[config.mk]
export PLATFORM = sky130hd
export DESIGN_NAME = txuart_flat
export DESIGN_NICKNAME = d
export VERILOG_FILES = /design/src/rtl/uart_pkg.sv /design/src/rtl/txuart_if.sv /design/src/rtl/txuart_fifo.sv /design/src/rtl/txuart.sv /design/src/flat_wrapper.sv
export SDC_FILE = /design/constraint.sdc
export NUM_CORES = 1
export LEC_CHECK = 0
export CORE_MARGIN = 2
export CORE_UTILIZATION = 40
export DETAILED_ROUTE_END_ITERATION = 16
export PLACE_DENSITY = 0.56
export SETUP_SLACK_MARGIN = 0.02
export SLEW_MARGIN = 40
export SYNTH_ARGS = -nofsm -noshare
export SYNTH_HDL_FRONTEND = slang
export SYNTH_SLANG_ARGS = --single-unit
[constraint.sdc]
create_clock -name clk -period 4.75 [get_ports clk]
set_input_delay 1.425 -clock clk [delete_from_list [all_inputs] [get_ports clk]]
set_output_delay 1.425 -clock clk [all_outputs]
set_load 0.02 [all_outputs]
[src/rtl/uart_pkg.sv]
// Shared frame constants and FSM encoding for the txuart/rxuart pair, so both
// ends of the serial link agree on bit timing and frame shape.
package uart_pkg;

    typedef enum logic [2:0] {
        ST_IDLE   = 3'd0,
        ST_START  = 3'd1,
        ST_DATA   = 3'd2,
        ST_PARITY = 3'd3,
        ST_STOP   = 3'd4
    } uart_state_e;

    localparam int DATA_BITS  = 8;
    // start + 8 data + stop; parity adds one more bit when enabled
    localparam int FRAME_BITS = 10;

    function automatic int clks_per_bit(input int clk_freq, input int baud_rate);
        return clk_freq / baud_rate;
    endfunction

    function automatic int frame_bits(input bit parity_en);
        return FRAME_BITS + (parity_en ? 1 : 0);
    endfunction

endpackage

[src/rtl/txuart_if.sv]
// Write-side port of the transmitter: one-cycle write strobe with byte, plus
// buffer full/empty status back to the producer.
interface txuart_if;
    import uart_pkg::*;

    // i_wr is a one-cycle strobe; the byte is taken only when o_full is low in
    // that same cycle, otherwise it is dropped and the producer must retry.
    logic                 i_wr;
    logic [DATA_BITS-1:0] i_data;
    logic                 o_full;
    logic                 o_empty;

    modport master (
        output i_wr,
        output i_data,
        input  o_full,
        input  o_empty
    );

    modport slave (
        input  i_wr,
        input  i_data,
        output o_full,
        output o_empty
    );

endinterface

[src/rtl/txuart_fifo.sv]
// Circular byte buffer between the write port and the serializer; pointers wrap
// naturally and full/empty are decoded from a registered occupancy count.
module txuart_fifo
    import uart_pkg::*;
#(
    parameter int DEPTH = 8,
    parameter int WIDTH = DATA_BITS
) (
    input  logic             clk,
    input  logic             rstn,
    input  logic             i_wr,
    input  logic [WIDTH-1:0] i_data,
    input  logic             i_rd,
    output logic [WIDTH-1:0] o_data,
    output logic             o_full,
    output logic             o_empty
);

    localparam int AW = $clog2(DEPTH);
    localparam logic [AW:0] FULL_COUNT = (AW+1)'(DEPTH);

    logic [AW-1:0] wr_ptr_q, wr_ptr_d;
    logic [AW-1:0] rd_ptr_q, rd_ptr_d;
    logic [AW:0]   count_q, count_d;
    logic [WIDTH-1:0] mem_q [DEPTH];
    logic wr_en;
    logic rd_en;

    assign o_full  = (count_q == FULL_COUNT);
    assign o_empty = (count_q == '0);
    assign wr_en   = i_wr && !o_full;
    assign rd_en   = i_rd && !o_empty;
    assign o_data  = mem_q[rd_ptr_q];

    always_comb begin
        wr_ptr_d = wr_ptr_q;
        rd_ptr_d = rd_ptr_q;
        count_d  = count_q;
        if (wr_en) wr_ptr_d = wr_ptr_q + 1'b1;
        if (rd_en) rd_ptr_d = rd_ptr_q + 1'b1;
        case ({wr_en, rd_en})
            2'b10:   count_d = count_q + 1'b1;
            2'b01:   count_d = count_q - 1'b1;
            default: count_d = count_q;
        endcase
    end

    always_ff @(posedge clk or negedge rstn) begin
        if (!rstn) begin
            wr_ptr_q <= '0;
            rd_ptr_q <= '0;
            count_q  <= '0;
        end else begin
            wr_ptr_q <= wr_ptr_d;
            rd_ptr_q <= rd_ptr_d;
            count_q  <= count_d;
        end
    end

    // Storage needs no reset: nothing is read while the count says empty.
    always_ff @(posedge clk) begin
        if (wr_en) mem_q[wr_ptr_q] <= i_data;
    end

    a_count_bound: assert property (@(posedge clk) disable iff (!rstn)
        count_q <= FULL_COUNT);

endmodule

[src/rtl/txuart.sv]
// 8N1 (optionally even-parity) UART transmitter fed from a small write buffer;
// back-to-back bytes are sent with no idle bit between stop and next start.
module txuart
    import uart_pkg::*;
#(
    parameter int clkFreq   = 25000000,
    parameter int baudRate  = 115200,
    parameter bit if_parity = 1'b0,
    parameter int fifoDepth = 8
) (
    input  logic        clk,
    input  logic        rstn,
    txuart_if.slave     wr_if,
    output logic        o_busy,
    output logic        o_uart_tx,
    output uart_state_e o_state
);

    localparam int CPB = clks_per_bit(clkFreq, baudRate);
    localparam int BW  = (CPB > 1) ? $clog2(CPB) : 1;
    localparam logic [BW-1:0] BAUD_LAST = BW'(CPB - 1);

    uart_state_e state_q, state_d;
    logic [BW-1:0]        baud_q, baud_d;
    logic [2:0]           idx_q, idx_d;
    logic [DATA_BITS-1:0] shift_q, shift_d;
    logic                 par_q, par_d;
    logic                 tx_q, tx_d;
    logic                 busy_q, busy_d;

    logic                 pop;
    logic                 bit_end;
    logic [DATA_BITS-1:0] fifo_data;
    logic                 fifo_full;
    logic                 fifo_empty;

    txuart_fifo #(
        .DEPTH (fifoDepth),
        .WIDTH (DATA_BITS)
    ) u_fifo (
        .clk     (clk),
        .rstn    (rstn),
        .i_wr    (wr_if.i_wr),
        .i_data  (wr_if.i_data),
        .i_rd    (pop),
        .o_data  (fifo_data),
        .o_full  (fifo_full),
        .o_empty (fifo_empty)
    );

    assign wr_if.o_full  = fifo_full;
    assign wr_if.o_empty = fifo_empty;

    assign bit_end = (baud_q == BAUD_LAST);

    always_comb begin
        state_d = state_q;
        idx_d   = idx_q;
        shift_d = shift_q;
        par_d   = par_q;
        pop     = 1'b0;
        // Every state change happens at a bit end or out of IDLE, so this also
        // clears the counter on each state entry.
        baud_d  = (state_q != ST_IDLE && !bit_end) ? baud_q + 1'b1 : '0;

        case (state_q)
            ST_IDLE: begin
                if (!fifo_empty) begin
                    pop     = 1'b1;
                    state_d = ST_START;
                end
            end
            ST_START: begin
                if (bit_end) begin
                    state_d = ST_DATA;
                    idx_d   = '0;
                end
            end
            ST_DATA: begin
                if (bit_end) begin
                    shift_d = {1'b0, shift_q[DATA_BITS-1:1]};
                    idx_d   = idx_q + 1'b1;
                    if (idx_q == 3'd7) state_d = if_parity ? ST_PARITY : ST_STOP;
                end
            end
            ST_PARITY: begin
                if (bit_end) state_d = ST_STOP;
            end
            ST_STOP: begin
                if (bit_end) begin
                    if (!fifo_empty) begin
                        pop     = 1'b1;
                        state_d = ST_START;
                    end else begin
                        state_d = ST_IDLE;
                    end
                end
            end
            default: state_d = ST_IDLE;
        endcase

        if (pop) begin
            shift_d = fifo_data;
            par_d   = ^fifo_data;
        end

        // Line level follows the next state so tx is registered with no lag.
        case (state_d)
            ST_START:  tx_d = 1'b0;
            ST_DATA:   tx_d = shift_d[0];
            ST_PARITY: tx_d = par_d;
            default:   tx_d = 1'b1;
        endcase
        busy_d = (state_d != ST_IDLE);
    end

    always_ff @(posedge clk or negedge rstn) begin
        if (!rstn) begin
            state_q <= ST_IDLE;
            baud_q  <= '0;
            idx_q   <= '0;
            shift_q <= '0;
            par_q   <= 1'b0;
            tx_q    <= 1'b1;
            busy_q  <= 1'b0;
        end else begin
            state_q <= state_d;
            baud_q  <= baud_d;
            idx_q   <= idx_d;
            shift_q <= shift_d;
            par_q   <= par_d;
            tx_q    <= tx_d;
            busy_q  <= busy_d;
        end
    end

    assign o_uart_tx = tx_q;
    assign o_busy    = busy_q;
    assign o_state   = state_q;

    a_idle_baud_clear: assert property (@(posedge clk) disable iff (!rstn)
        (state_q == ST_IDLE) |-> (baud_q == '0));

endmodule

[src/flat_wrapper.sv]
// flat-port wrapper written by rule: the top's interface ports become plain ports
module txuart_flat import uart_pkg::*;
#(
    parameter int clkFreq   = 25000000,
    parameter int baudRate  = 115200,
    parameter bit if_parity = 1'b0,
    parameter int fifoDepth = 8
)
  (clk, rstn, o_busy, o_uart_tx, o_state, wr_if_i_wr, wr_if_i_data, wr_if_o_full, wr_if_o_empty);
  txuart_if wr_if_i ();
  input  logic clk;
  input  logic rstn;
  output logic o_busy;
  output logic o_uart_tx;
  output uart_state_e o_state;
  input wire logic [$bits(wr_if_i.i_wr)-1:0] wr_if_i_wr;
  input wire logic [$bits(wr_if_i.i_data)-1:0] wr_if_i_data;
  output wire logic [$bits(wr_if_i.o_full)-1:0] wr_if_o_full;
  output wire logic [$bits(wr_if_i.o_empty)-1:0] wr_if_o_empty;
  assign wr_if_i.i_wr = wr_if_i_wr;
  assign wr_if_i.i_data = wr_if_i_data;
  assign wr_if_o_full = wr_if_i.o_full;
  assign wr_if_o_empty = wr_if_i.o_empty;
  txuart #(.clkFreq(clkFreq), .baudRate(baudRate), .if_parity(if_parity), .fifoDepth(fifoDepth)) u_core (.clk(clk), .rstn(rstn), .wr_if(wr_if_i), .o_busy(o_busy), .o_uart_tx(o_uart_tx), .o_state(o_state));
endmodule
### After elaboration in Yosys (flattened, before gate mapping)

Memories as Yosys holds them, arrays and structs flattened.
Cells that the tools add are included.

| storage, ports and cells | value |
|---|---|
| bits in registers | 35 |
| RAM bits | 64 |
| output and inout port bits | 7 |
| memories | 1 |

Memory list:

| name | words | bits a word | rd ports | clocked after memory_dff | write ports | line | text |
|---|---|---|---|---|---|---|---|
| u_core.u_fifo.mem_q | 8 | 8 | 1 | 0 | 1 | txuart_fifo.sv:25 | `logic [WIDTH-1:0] mem_q [DEPTH];` |

| operators by class | value |
|---|---|
| $add $sub $neg | 6 |
| eq/ne operators | 14 |
| muxes and demuxes | 23 |
| reductions and logical operators | 17 |

Operator list:

| operator | count |
|---|---|
| $mux W8 | 4 |
| $mux W3 | 8 |
| $pmux W3 S5 | 1 |
| $eq A3 B2 Y1 const B | 4 |
| $add A3 B1 Y3 const B | 3 |
| $add A8 B1 Y8 const B | 1 |
| $eq A8 B8 Y1 const B | 1 |
| $pmux W4 S2 | 1 |
| $reduce_bool A2 Y1 | 4 |
| $reduce_xor A8 Y1 | 1 |
| $eq A3 B1 Y1 const B | 2 |
| $eq A3 B3 Y1 const B | 2 |
| $mux W1 | 6 |
| $pmux W3 S2 | 1 |
| $reduce_bool A3 Y1 | 2 |
| $add A4 B1 Y4 const B | 1 |
| $eq A4 B4 Y1 const B | 1 |
| $logic_not A4 Y1 | 1 |
| $ne A2 B1 Y1 const B | 2 |
| $sub A4 B1 Y4 const B | 1 |
| $logic_and A1 B1 Y1 | 3 |
| $logic_not A1 Y1 | 3 |
| $logic_not A3 Y1 | 1 |
| $pmux W1 S3 | 1 |
| 5 further kinds | 5 |

### Depth between registers and ports, before layout

Gate-level depths: netlist (run 1).

| depth | value |
|---|---|
| word-level depth | 7 |
| depth in mapped cells | 13 |
| mapped depth without buffers | 13 |

### Modules after synthesis

Synthesis (run 1) repeated with hierarchy kept, for this count alone.

| unflattened totals | value |
|---|---|
| cell total of the unflattened synthesis | 282 |
| area total of the unflattened synthesis | 4434.3 µm² |

By module, submodules not included:

| module | times used | cells an instance | area an instance (µm²) |
|---|---|---|---|
| txuart_fifo | 1 | 160 | 3124.2 |
| txuart | 1 | 122 | 1310.0 |

### Least setup slack after synthesis (run 1)

No wires, ideal clock.

| timing | value |
|---|---|
| path type | input-to-reg |
| start | input port wr_if_i_wr |
| end | memory u_core.u_fifo.mem_q[0][0] (netlist name) (enable) |
| library setup time | 395 ps |
| arrival time | 2636 ps |
| path slack | 1719 ps |
| cell stages on the path | 3 |
| path through | and2_1 > clkinv_1 > nor4_1 |

| on the way | value |
|---|---|
| longest elaborated chain between the ends | 3 |

RTL lines:

| what | line | text |
|---|---|---|
| start, declared | flat_wrapper.sv:16 | `input wire logic [$bits(wr_if_i.i_wr)-1:0] wr_if_i_wr;` |
| $logic_and A1 B1 Y1 | txuart_fifo.sv:31 | `assign wr_en = i_wr && !o_full;` |
| $mux W1 | txuart_fifo.sv:62 | `if (wr_en) mem_q[wr_ptr_q] <= i_data;` |
| $mux W1 (not written as such) | txuart_fifo.sv:62 |  |
| end, declared | txuart_fifo.sv:25 |  |

No other way between the ends.

### Worst setup path in the final report (run 1)

| timing | value |
|---|---|
| start | register u_core.u_fifo.count_q[1] |
| end | output port wr_if_o_empty |

| on the way | value |
|---|---|
| longest elaborated chain between the ends | 1 |

RTL lines:

| what | line | text |
|---|---|---|
| start, declared | txuart_fifo.sv:24 | `logic [AW:0] count_q, count_d;` |
| start signal, assigned | txuart_fifo.sv:56 | `count_q <= count_d;` |
| $logic_not A4 Y1 | txuart_fifo.sv:30 | `assign o_empty = (count_q == '0);` |
| end, declared | flat_wrapper.sv:19 | `output wire logic [$bits(wr_if_i.o_empty)-1:0] wr_if_o_empty;` |

No other way between the ends.

==> key figures, run 1 <==
Critical path
  – CP Capture Type: output port
  – Max FO, Critical Path: 7
  – R2R Path Start: u_core.baud_q[0]
  – CP Launch Type: flip-flop
  – CP arrival: 1.93 ns
  – CP Class: reg2out
  – Data required, critical path: 3.32 ns
  – CP Launch Point: u_core.u_fifo.count_q[1]

GRT
  – First-pass GRT wire length: 12200 µm
  – Total GRT Usage: 14.2%
  – Pin count of the biggest net entering global routing: 36
  – Initial antenna violation count: 0
  – Vias in the first global route: approximately 2.3k
  – Final global-route overflow total: 0

STA
  – Period utilization: a little over two thirds
  – Max-slew violations: 0
  – Setup TNS: 0 ns
  – Headroom to the max-slew limit: 48.1%
  – Worst slew pin tran: 0.776 ns
  – Clock Skew: 0.0218 ns
  – Final hold vios: 0
  – RSZ-0062 raised after global routing: false
  – Max Fclk: between 200 and 300 MHz
  – Setup violators final: 0
  – Minimum clock period: 3.36 ns

Drt
  – Vias per cell: 5.12
  – Initial drt markers: ~120
  – TritonRoute pass-1 iters: 4
  – Detailed-route DRC error count: 0
  – Vias: 2300
  – Drt total wl: 7350 µm
  – Post-DRT Antenna Nets: 0
  – WL per Instance: around 16 µm

Clock network
  – # clock sinks: 99
  – Clock Tree Buf Depth: 2
  – CTS H-tree depth: 3
  – Cts hold-fix bufs: 0
  – Worst-path clk slew: around 0.11 ns
  – Clk Tree Root Cell: clkbuf_8
  – Post-CTS Repair Setup Buffers: 0
  – Number of CTS-inserted buffers: 9
  – Resized cells post-CTS: 0
  – CTS tree: done
  – Clk Latency, worst-skew pair: ~0.36 ns

Outcome
  – Status: complete, no violations

Place
  – Final HPWL DP: 4760 µm
  – Input/output buffers: 17
  – GPL Wtd Cong: 0.750
  – Placed Area: 0.00460 mm²

Synthesis
  – Syn_nets: 303
  – Post-synthesis cell type count: 40
  – Largest cells by area after synthesis: edfxtp_1, dfrtp_1, mux4_2, xnor2_1, ha_1
  – Synth top area share: 45.2%
  – Async SR Flop Fraction: 35.4%
  – Ys flop type: edfxtp_1
  – Post-synth EDFFs: 64
  – Warnings from Yosys: 0
  – Syn_area_per_cell: 15.0 µm²
  – Register area share after synthesis: 65.8%
  – Flops & latches, synth: 99
  – Synth Cell Area: 0.00425 mm²
  – Mapped Cells: 283
  – Area leader, netlist: edfxtp_1

Pwr
  – Psw: 0.906 mW
  – P_leak: 1.78 nW
  – Flop pwr share: 49.0%
  – Combinational power share: approximately 31%
  – Switching share of power: 33.8%
  – Int Power: between 1.5 and 2 mW
  – Max VDD drop: 0.220 mV
  – Power Density: between 500 and 600 mW/mm²
  – Clock share of power: 19.8%

Worst hold path
  – Hold Crit Start: u_core.u_fifo.count_q[3]
  – Worst hold path type: reg2reg

Floorplanning
  – Die W: around 110 µm
  – Initial core utilization: approximately 41%
  – Io pins: 18
  – Row count: 37
  – Die Y: approximately 110 µm
  – Die footprint: 0.0115 mm²
  – Core Area: ~0.010 mm²

Finish
  – Nets: 328
  – Fill cell count: 904
  – ANT cells: 0
  – Syn-to-layout area delta: 13.1%
  – Post-layout util: 46.6%
  – Share of cells above drive strength 1: 16.6%
  – Finished layout cell area: 0.00481 mm²

Job
  – Max_cap viols: 0
path summary, 6_finish.rpt:
kind,slack (ns),to,cells past startpoint
max reg2reg,1.88,u_core.u_fifo.count_q[2],14
min,0.50,u_core.u_fifo.count_q[3],1
max,1.39,wr_if_o_empty,4
max in group asynchronous,3.40,u_core.o_uart_tx,1
min reg2reg,0.50,u_core.u_fifo.count_q[3],1
min in group asynchronous,0.99,u_core.baud_q[6],1
cells by family (layout without fill, tap and decap cells):
group | after synthesis | in the layout | synth area share, %
simple gates | 67 | 67 | 7.65
compound gates | 30 | 30 | 4.15
flops | 99 | 99 | 65.8
mux | 33 | 33 | 12.7
xor+xnor | 22 | 22 | 4.53
buf+inv | 23 | 53 | 2.53
fa+ha+maj | 9 | 9 | 2.65
metal layers:
layer  GRT usage, %  wire, µm  share of wire [%]
met3           2.80       218                3.0
met1           19.5      3550                 48
met4           6.22       121                1.6
met5              0         0                  0
met2           22.1      3460                 47
sequential cells by signal, indices dropped and copies added (netlist names):
| name | flops |
|---|---|
| u_core.idx_q | 3 |
| u_core.o_state | 3 |
| u_core.u_fifo.mem_q | 64 |
| u_core.o_busy | 1 |
| u_core.par_q | 1 |
| u_core.u_fifo.wr_ptr_q | 3 |
| u_core.u_fifo.rd_ptr_q | 3 |
| u_core.shift_q | 8 |
| u_core.o_uart_tx | 1 |
| u_core.baud_q | 8 |
| u_core.u_fifo.count_q | 4 |
metrics by stage:
stage | worst slack, ns | power [mW] | hold WS (ns) | std cells
floorplan | 1.72 | 1.96 | 0.454 | 283
global placement | 1.16 | 2.17 | 0.472 | 433
detailed placement | 1.07 | 2.19 | 0.480 | 433
CTS | 1.37 | 2.72 | 0.501 | 449
global route | 1.31 | 2.87 | 0.530 | 449
finish | 1.39 | 2.68 | 0.499 | 449
final cells by class:
class | instances | area, µm² | area share (%)
Clock buffer | 9 | 124 | 2.58
Clock inverter | 7 | 80.1 | 1.67
Inverter | 12 | 45.0 | 0.937
Multi-Input combinational cell | 161 | 1360 | 28.3
Sequential cell | 99 | 2800 | 58.2
Tap cell | 136 | 170 | 3.54
Timing Repair Buffer | 25 | 228 | 4.74
placed cells by master (no fill, tap or decap), types with 2 or more instances in the layout:
cell type | netlist | layout
edfxtp_1 | 64 | 64
dfrtp_1 | 34 | 33
nand2_1 | 19 | 19
nor2_1 | 16 | 16
mux4_2 | 16 | 16
clkdlybuf4s50_1 | 0 | 16
xnor2_1 | 13 | 13
inv_1 | 11 | 11
mux2i_1 | 10 | 10
xor2_1 | 9 | 9
ha_1 | 9 | 9
clkbuf_8 | 0 | 9
buf_4 | 1 | 9
o21ai_1 | 8 | 8
nand3_1 | 7 | 7
nor3_1 | 7 | 7
mux2_2 | 7 | 7
a21oi_1 | 6 | 6
o21ai_0 | 5 | 5
nand2b_1 | 4 | 4
o22ai_1 | 4 | 4
and3_1 | 3 | 3
a22oi_1 | 3 | 3
or3_1 | 2 | 2
a211oi_1 | 2 | 2
clkinv_8 | 0 | 2
clkinv_4 | 0 | 2
inv_8 | 0 | 2
worst max-delay path: stages (launching register included):
cell and delay (ns):
dfrtp_1 0.46, nor3_1 0.27, nand2b_1 0.17, inv_1 0.08, clkdlybuf4s50_1 0.59
cells in the mapped netlist (all sizes together) (5+ instances only):
cell type,count
mux2i,10
inv,11
xnor2,13
mux2,7
a21oi,6
buf,6
ha,9
clkbuf,5
nor3,7
nand3,7
edfxtp,64
o21ai,13
mux4,16
xor2,9
nor2,16
nand2,19
dfrtp,34
power by group through the flow:
| stage | Combinational, mW | Sequential, mW | Clock [mW] |
|---|---|---|---|
| floorplan | 0.742 | 1.22 | 0 |
| global placement | 0.843 | 1.33 | 0 |
| detailed placement | 0.851 | 1.34 | 0 |
| CTS | 0.852 | 1.32 | 0.551 |
| global route | 0.930 | 1.35 | 0.589 |
| finish | 0.835 | 1.32 | 0.532 |
(Power assumes the default switching activity.)
==> inputs of run 2 (changes only) <==
--- a/config.mk
+++ b/config.mk
@@ -8,7 +8,7 @@
 export CORE_MARGIN = 2
 export CORE_UTILIZATION = 40
 export DETAILED_ROUTE_END_ITERATION = 16
-export PLACE_DENSITY = 0.56
+export PLACE_DENSITY = 0.59
 export SETUP_SLACK_MARGIN = 0.02
 export SLEW_MARGIN = 40
 export SYNTH_ARGS = -nofsm -noshare
==> constraint.sdc (replaced) <==
create_clock -name clk -period 2.76 [get_ports clk]
set_input_delay 0.828 -clock clk [delete_from_list [all_inputs] [get_ports clk]]
set_output_delay 0.828 -clock clk [all_outputs]
set_load 0.02 [all_outputs]
==> run 2 against run 1 <==
Worst setup slack worse by 1.3 ns. Clock-buffer cell count stayed put. Hold slack worse by 0.10 ns. Core utilization is 0.56 points higher. Clock power is 70% higher. Sequential cell count stayed put. Critical path depth stayed put. Cell count is 1.8% higher. Critical path type unchanged. Largest cell class unchanged. Largest power group unchanged.
==> key figures, run 2 (same netlist as run 1, synthesis figures left out) <==
Outcome
  – Status: complete, no violations

STA
  – Final worst slack: 0.123 ns (-1.27 ns)
  – Headroom to the max-slew limit: 59.6% (+12 points)
  – Setup TNS: 0 ns (unchanged)
  – Hold slack: 0.399 ns (-0.100 ns)
  – Minimum clock period: 2.64 ns
  – RSZ-0062 raised after global routing: false
  – Max-slew violations: 0 (unchanged)
  – Worst slew pin tran: 0.605 ns (-0.171 ns)
  – Final hold vios: 0 (unchanged)
  – Max Fclk: 379 MHz
  – Period utilization: around 96%
  – Clock Skew: 0.0100 ns (-0.0118 ns)
  – Setup violators final: 0 (unchanged)

Finish
  – Most common cell after layout, fill and taps aside: edfxtp_1
  – Post-layout util: 47.1% (+0.56 points)
  – Largest registers: u_core.u_fifo.mem_q (64), u_core.baud_q (8), u_core.shift_q (8)
  – Area of the multi-input gates: 0.00136 mm² (-0.28%)
  – Max reg flops: 64 (unchanged)
  – Share of cells above drive strength 1: 18.7% (+2.1 points)
  – Largest register by flop count: u_core.u_fifo.mem_q
  – Non-Filler Instances: 457 (+1.8%)
  – Syn-to-layout area delta: 14.4%
  – Nets: 336 (+2.4%)
  – Register area: 0.00280 mm² (about the same)
  – Finished layout cell area: 0.00487 mm² (+1.2%)
  – ANT cells: 0 (unchanged)
  – Fill cell count: 886 (-2.0%)
  – Commonest non-fill, non-tap cells in the layout: edfxtp_1, dfrtp_1, nand2_1

Clock network
  – Number of CTS-inserted buffers: 9 (unchanged)
  – # clock sinks: 99 (unchanged)
  – Clk Latency, worst-skew pair: 0.37 ns (about the same)
  – CTS tree: done
  – Clock Tree Buf Depth: 2 (unchanged)
  – CTS H-tree depth: 3 (unchanged)
  – Worst-path clk slew: 0.10 ns (about the same)
  – Clk Tree Root Cell: clkbuf_8

Floorplanning
  – Initial core utilization: 41.2% (unchanged)
  – Die Y: 107 µm (unchanged)
  – Row count: 37 (unchanged)
  – Die footprint: 0.0115 mm² (unchanged)
  – Die W: 107 µm (unchanged)
  – Io pins: 18 (unchanged)
  – Core Area: 0.0103 mm² (unchanged)

Critical path
  – Max FO, Critical Path: 7 (unchanged)
  – Delay-heaviest family, CP: buffers and inverters
  – Slowest cell delay on critical path: 0.58 ns (about the same)
  – CP arrival: 1.81 ns (-0.12 ns)
  – WP buf/inv: 2 (unchanged)
  – Data required, critical path: 1.93 ns (-1.39 ns)
  – CP Capture Type: output port
  – CP Launch Type: flip-flop
  – Crit-path cells: nor3_2 -> nand2_1 -> inv_1 -> clkdlybuf4s50_1
  – CP Class: reg2out
  – CP Launch Point: u_core.u_fifo.count_q[1]
  – R2R Path Start: u_core.baud_q[2]
  – CP max stage cell: clkdlybuf4s50_1

Pwr
  – Max VDD drop: 0.395 mV (+79%)
  – Power Density: 957 mW/mm² (+72%)
  – P_leak: 1.82 nW (+2.5%)
  – Total power: 4.66 mW (+74%)

Drt
  – Vias: 2338 (+1.7%)
  – Post-DRT Antenna Nets: 0 (unchanged)
  – Vias per cell: 5.12 (-0.13%)
  – Detailed-route DRC error count: 0 (unchanged)
  – TritonRoute pass-1 iters: 4 (unchanged)
  – Drt total wl: 7310 µm (-0.56%)
  – WL per Instance: 16.0 µm (-2.3%)
  – Initial drt markers: 187 (+61%)

GRT
  – Initial antenna violation count: 0 (unchanged)
  – Final global-route overflow total: 0 (unchanged)
  – Total GRT Usage: 14.1% (-0.10 points)
  – Pin count of the biggest net entering global routing: 36 (unchanged)
  – Vias in the first global route: 2330 (+0.22%)
  – First-pass GRT wire length: 12000 µm (-2.0%)

Job
  – Max_cap viols: 0 (unchanged)

Place
  – Placed Area: 0.00466 mm² (+1.4%)
  – Input/output buffers: 17 (unchanged)
  – Final HPWL DP: 4650 µm (-2.2%)
  – Placed cell count: 441 (+1.8%)
  – Worst Setup Slack post-DPL: 0.0381 ns (-1.04 ns)
  – GPL Wtd Cong: 0.773 (+3.1%)

Worst hold path
  – Worst hold path type: in2async
run 2: changes by cell type in the layout (fill, tap and decap cells not counted), sizes merged:
cell / change
clkinvlp: +1
inv: +2
buf: +8
clkdlybuf4s50: -1
clkinv: -3
dlygate4sd2: +1
run 2: area by class of cell:
cell class,instances,share of cell area [%]
clock buffer,9,2.55
clock inverter,7,1.47
multi-input combinational,161,27.9
sequential,99,57.5
inverter,12,0.926
tap,136,3.50
timing repair buffer,33,6.15
run 2: report_power, final:
group | switching [mW] | internal (mW)
sequential | 0.244 | 1.91
combinational | 0.771 | 0.830
clock | 0.549 | 0.354
total | 1.56 | 3.09
run 2: final timing paths:
check                                           endpoint  slack (ns)  cells past startpoint
worst min-delay path                    u_core.baud_q[2]        0.40                      1
min in group clk                u_core.u_fifo.count_q[3]        0.50                      1
worst max-delay path                        wr_if_o_full        0.12                      4
worst max register to register  u_core.u_fifo.count_q[3]        0.35                     10
worst min register to register  u_core.u_fifo.count_q[3]        0.50                      1
max in group asynchronous               u_core.o_uart_tx        2.02                      1
run 2: per-layer routing:
metal | share of wire, % | vias to the layer above | GRT usage (%)
met5 | 0 | - | 0
met4 | 1.5 | 0 | 5.29
met3 | 2.3 | 9 | 3.65
met2 | 51 | 28 | 22.7
met1 | 45 | 1189 | 18.4
li1 | - | 1112 | -
run 2: timing repair:
action / 4_1_cts / 5_1_grt
hold buffers: 0 / 0
endpoints found under the setup margin: 1 / 2
buffers inserted: 0 / 0
gates resized for setup: 2 / 1
==> inputs of run 3 (changes only) <==
--- a/config.mk
+++ b/config.mk
@@ -9,7 +9,6 @@
 export CORE_UTILIZATION = 40
 export DETAILED_ROUTE_END_ITERATION = 16
 export PLACE_DENSITY = 0.59
-export SETUP_SLACK_MARGIN = 0.02
 export SLEW_MARGIN = 40
 export SYNTH_ARGS = -nofsm -noshare
 export SYNTH_HDL_FRONTEND = slang
==> run 3 against run 2 <==
Clock-buffer cell count unchanged. Clock power is essentially flat. Routed wire length is essentially flat. Sequential share of layout area hardly changed. Largest power group unchanged. Worst setup slack unchanged. Sequential power barely moved. Non-clock buffer count is the same. Via count unchanged. Total power is essentially flat. Global-route usage stayed put. Register-to-register slack barely moved. Core utilization about the same.
==> key figures, run 3 (same netlist as run 1, synthesis figures left out) <==
STA
  – Final hold vios: 0 (unchanged)
  – Clock Skew: 0.0100 ns (unchanged)
  – Setup TNS: 0 ns (unchanged)
  – RSZ-0062 raised after global routing: false
  – Minimum clock period: 2.64 ns (unchanged)
  – Headroom to the max-slew limit: 59.6% (unchanged)
  – Max Fclk: 379 MHz (unchanged)
  – Worst slew pin tran: 0.605 ns (unchanged)
  – Period utilization: 95.5% (unchanged)
  – Setup violators final: 0 (unchanged)
  – Max-slew violations: 0 (unchanged)

Floorplanning
  – Row count: 37 (unchanged)
  – Die W: 107 µm (unchanged)
  – Io pins: 18 (unchanged)
  – Initial core utilization: 41.2% (unchanged)
  – Core Area: 0.0103 mm² (unchanged)
  – Die footprint: 0.0115 mm² (unchanged)
  – Die Y: 107 µm (unchanged)

GRT
  – Met3 usage: 3.65% (unchanged)
  – Vias in the first global route: 2330 (unchanged)
  – Initial antenna violation count: 0 (unchanged)
  – Met2 Usage GRT: 22.7% (unchanged)
  – First-pass GRT wire length: 12000 µm (unchanged)
  – Grt met1 use: 18.4% (unchanged)
  – GRT busiest layer: met2
  – Final global-route overflow total: 0 (unchanged)
  – Total GRT Usage: 14.1% (unchanged)
  – Pin count of the biggest net entering global routing: 36 (unchanged)

Outcome
  – Status: complete, no violations

Clock network
  – # clock sinks: 99 (unchanged)
  – Post-CTS Repair Setup Buffers: 0 (unchanged)
  – Clk Latency, worst-skew pair: 0.37 ns (about the same)
  – Clk Tree Root Cell: clkbuf_8
  – Resized cells post-CTS: 1 (-1)
  – Cts hold-fix bufs: 0 (unchanged)
  – Clock Tree Buf Depth: 2 (unchanged)
  – Number of CTS-inserted buffers: 9 (unchanged)
  – CTS H-tree depth: 3 (unchanged)
  – CTS tree: done
  – Worst-path clk slew: 0.10 ns (about the same)

Finish
  – Nets: 336 (unchanged)
  – Non-Filler Instances: 457 (unchanged)
  – Share of cells above drive strength 1: 18.7% (unchanged)
  – ANT cells: 0 (unchanged)
  – Most common cell after layout, fill and taps aside: edfxtp_1
  – Fill cell count: 886 (unchanged)
  – Finished layout cell area: 0.00487 mm² (about the same)
  – Largest registers: u_core.u_fifo.mem_q (64), u_core.baud_q (8), u_core.shift_q (8)
  – Max reg flops: 64 (unchanged)
  – Largest register by flop count: u_core.u_fifo.mem_q
  – Syn-to-layout area delta: 14.5% (about the same)
  – Commonest non-fill, non-tap cells in the layout: edfxtp_1, dfrtp_1, nand2_1
  – Post-layout util: 47.2% (about the same)

Critical path
  – CP Launch Type: flip-flop
  – CP Class: reg2out
  – Max FO, Critical Path: 7 (unchanged)
  – Reg2Reg Depth: 10 (unchanged)
  – CP arrival: 1.81 ns (about the same)
  – Data required, critical path: 1.93 ns (about the same)
  – CP Capture Type: output port

Pwr
  – Combinational power share: 34.4% (about the same)
  – Max VDD drop: 0.395 mV (unchanged)
  – Switching share of power: 33.6% (about the same)
  – Flop pwr share: 46.2% (about the same)
  – Power Density: 957 mW/mm² (about the same)
  – Int Power: 3.10 mW (about the same)
  – Clock share of power: 19.4% (about the same)
  – P_leak: 1.83 nW (+0.72%)
  – Psw: 1.56 mW (about the same)
  – Total power: 4.66 mW (about the same)

Worst hold path
  – Worst hold path type: in2async

Drt
  – Detailed-route DRC error count: 0 (unchanged)
  – TritonRoute pass-1 iters: 4 (unchanged)
  – WL per Instance: 16.0 µm (about the same)
  – Post-DRT Antenna Nets: 0 (unchanged)
  – Vias: 2338 (unchanged)
  – Vias per cell: 5.12 (unchanged)
  – Drt total wl: 7320 µm (about the same)
  – Initial drt markers: 187 (unchanged)

Place
  – Input/output buffers: 17 (unchanged)
  – Placed Area: 0.00466 mm² (unchanged)
  – GPL Wtd Cong: 0.773 (unchanged)
  – Placed cell count: 441 (unchanged)
  – Final HPWL DP: 4650 µm (unchanged)

Job
  – Max_cap viols: 0 (unchanged)
## run 3: power groups by stage
stage | sequential [mW] | clock [mW] | combinational (mW)
3_3_place_gp | 2.17 | 0 | 1.61
5_1_grt | 2.19 | 1.00 | 1.80
6_report | 2.15 | 0.903 | 1.60
3_5_place_dp | 2.18 | 0 | 1.63
2_1_floorplan | 2.10 | 0 | 1.28
4_1_cts | 2.15 | 0.937 | 1.64
## run 3: layer usage
layer,up-vias,wire length [µm]
met4,0,108
met1,1189,3320
met3,9,169
met5,-,0
li1,1112,-
met2,28,3720
## run 3: path summary, 6_finish.rpt
check / start / end / slack [ns]
worst min register to register: u_core.u_fifo.count_q[3] / u_core.u_fifo.count_q[3] / 0.50
max in group asynchronous: rstn / u_core.o_uart_tx / 2.02
worst max-delay path: u_core.u_fifo.count_q[1] / wr_if_o_full / 0.12
min in group clk: u_core.u_fifo.count_q[3] / u_core.u_fifo.count_q[3] / 0.50
worst max register to register: u_core.baud_q[2] / u_core.u_fifo.count_q[3] / 0.35
worst min-delay path: rstn / u_core.baud_q[2] / 0.40
## run 3: area by class of cell
type | instances | area, µm² | share of cell area [%]
Clock buffer | 9 | 124 | 2.54
Clock inverter | 7 | 71.3 | 1.46
Inverter | 12 | 45.0 | 0.925
Multi-Input combinational cell | 161 | 1360 | 27.9
Sequential cell | 99 | 2800 | 57.5
Tap cell | 136 | 170 | 3.49
Timing Repair Buffer | 33 | 303 | 6.22
## run 3: worst max-delay path: stages, from the launching register on
cell and delay, ns:
dfrtp_1 0.47, nor3_2 0.24, nand2_1 0.09, inv_1 0.05
clkdlybuf4s50_1 0.58
## run 3: metrics by stage
step | setup slack, ns | hold WS (ns)
after floorplan | 0.318 | 0.454
after global routing | 0.0432 | 0.421
after detailed placement | 0.0381 | 0.477
after global placement | 0.0753 | 0.471
after CTS | 0.0193 | 0.498
final | 0.123 | 0.399
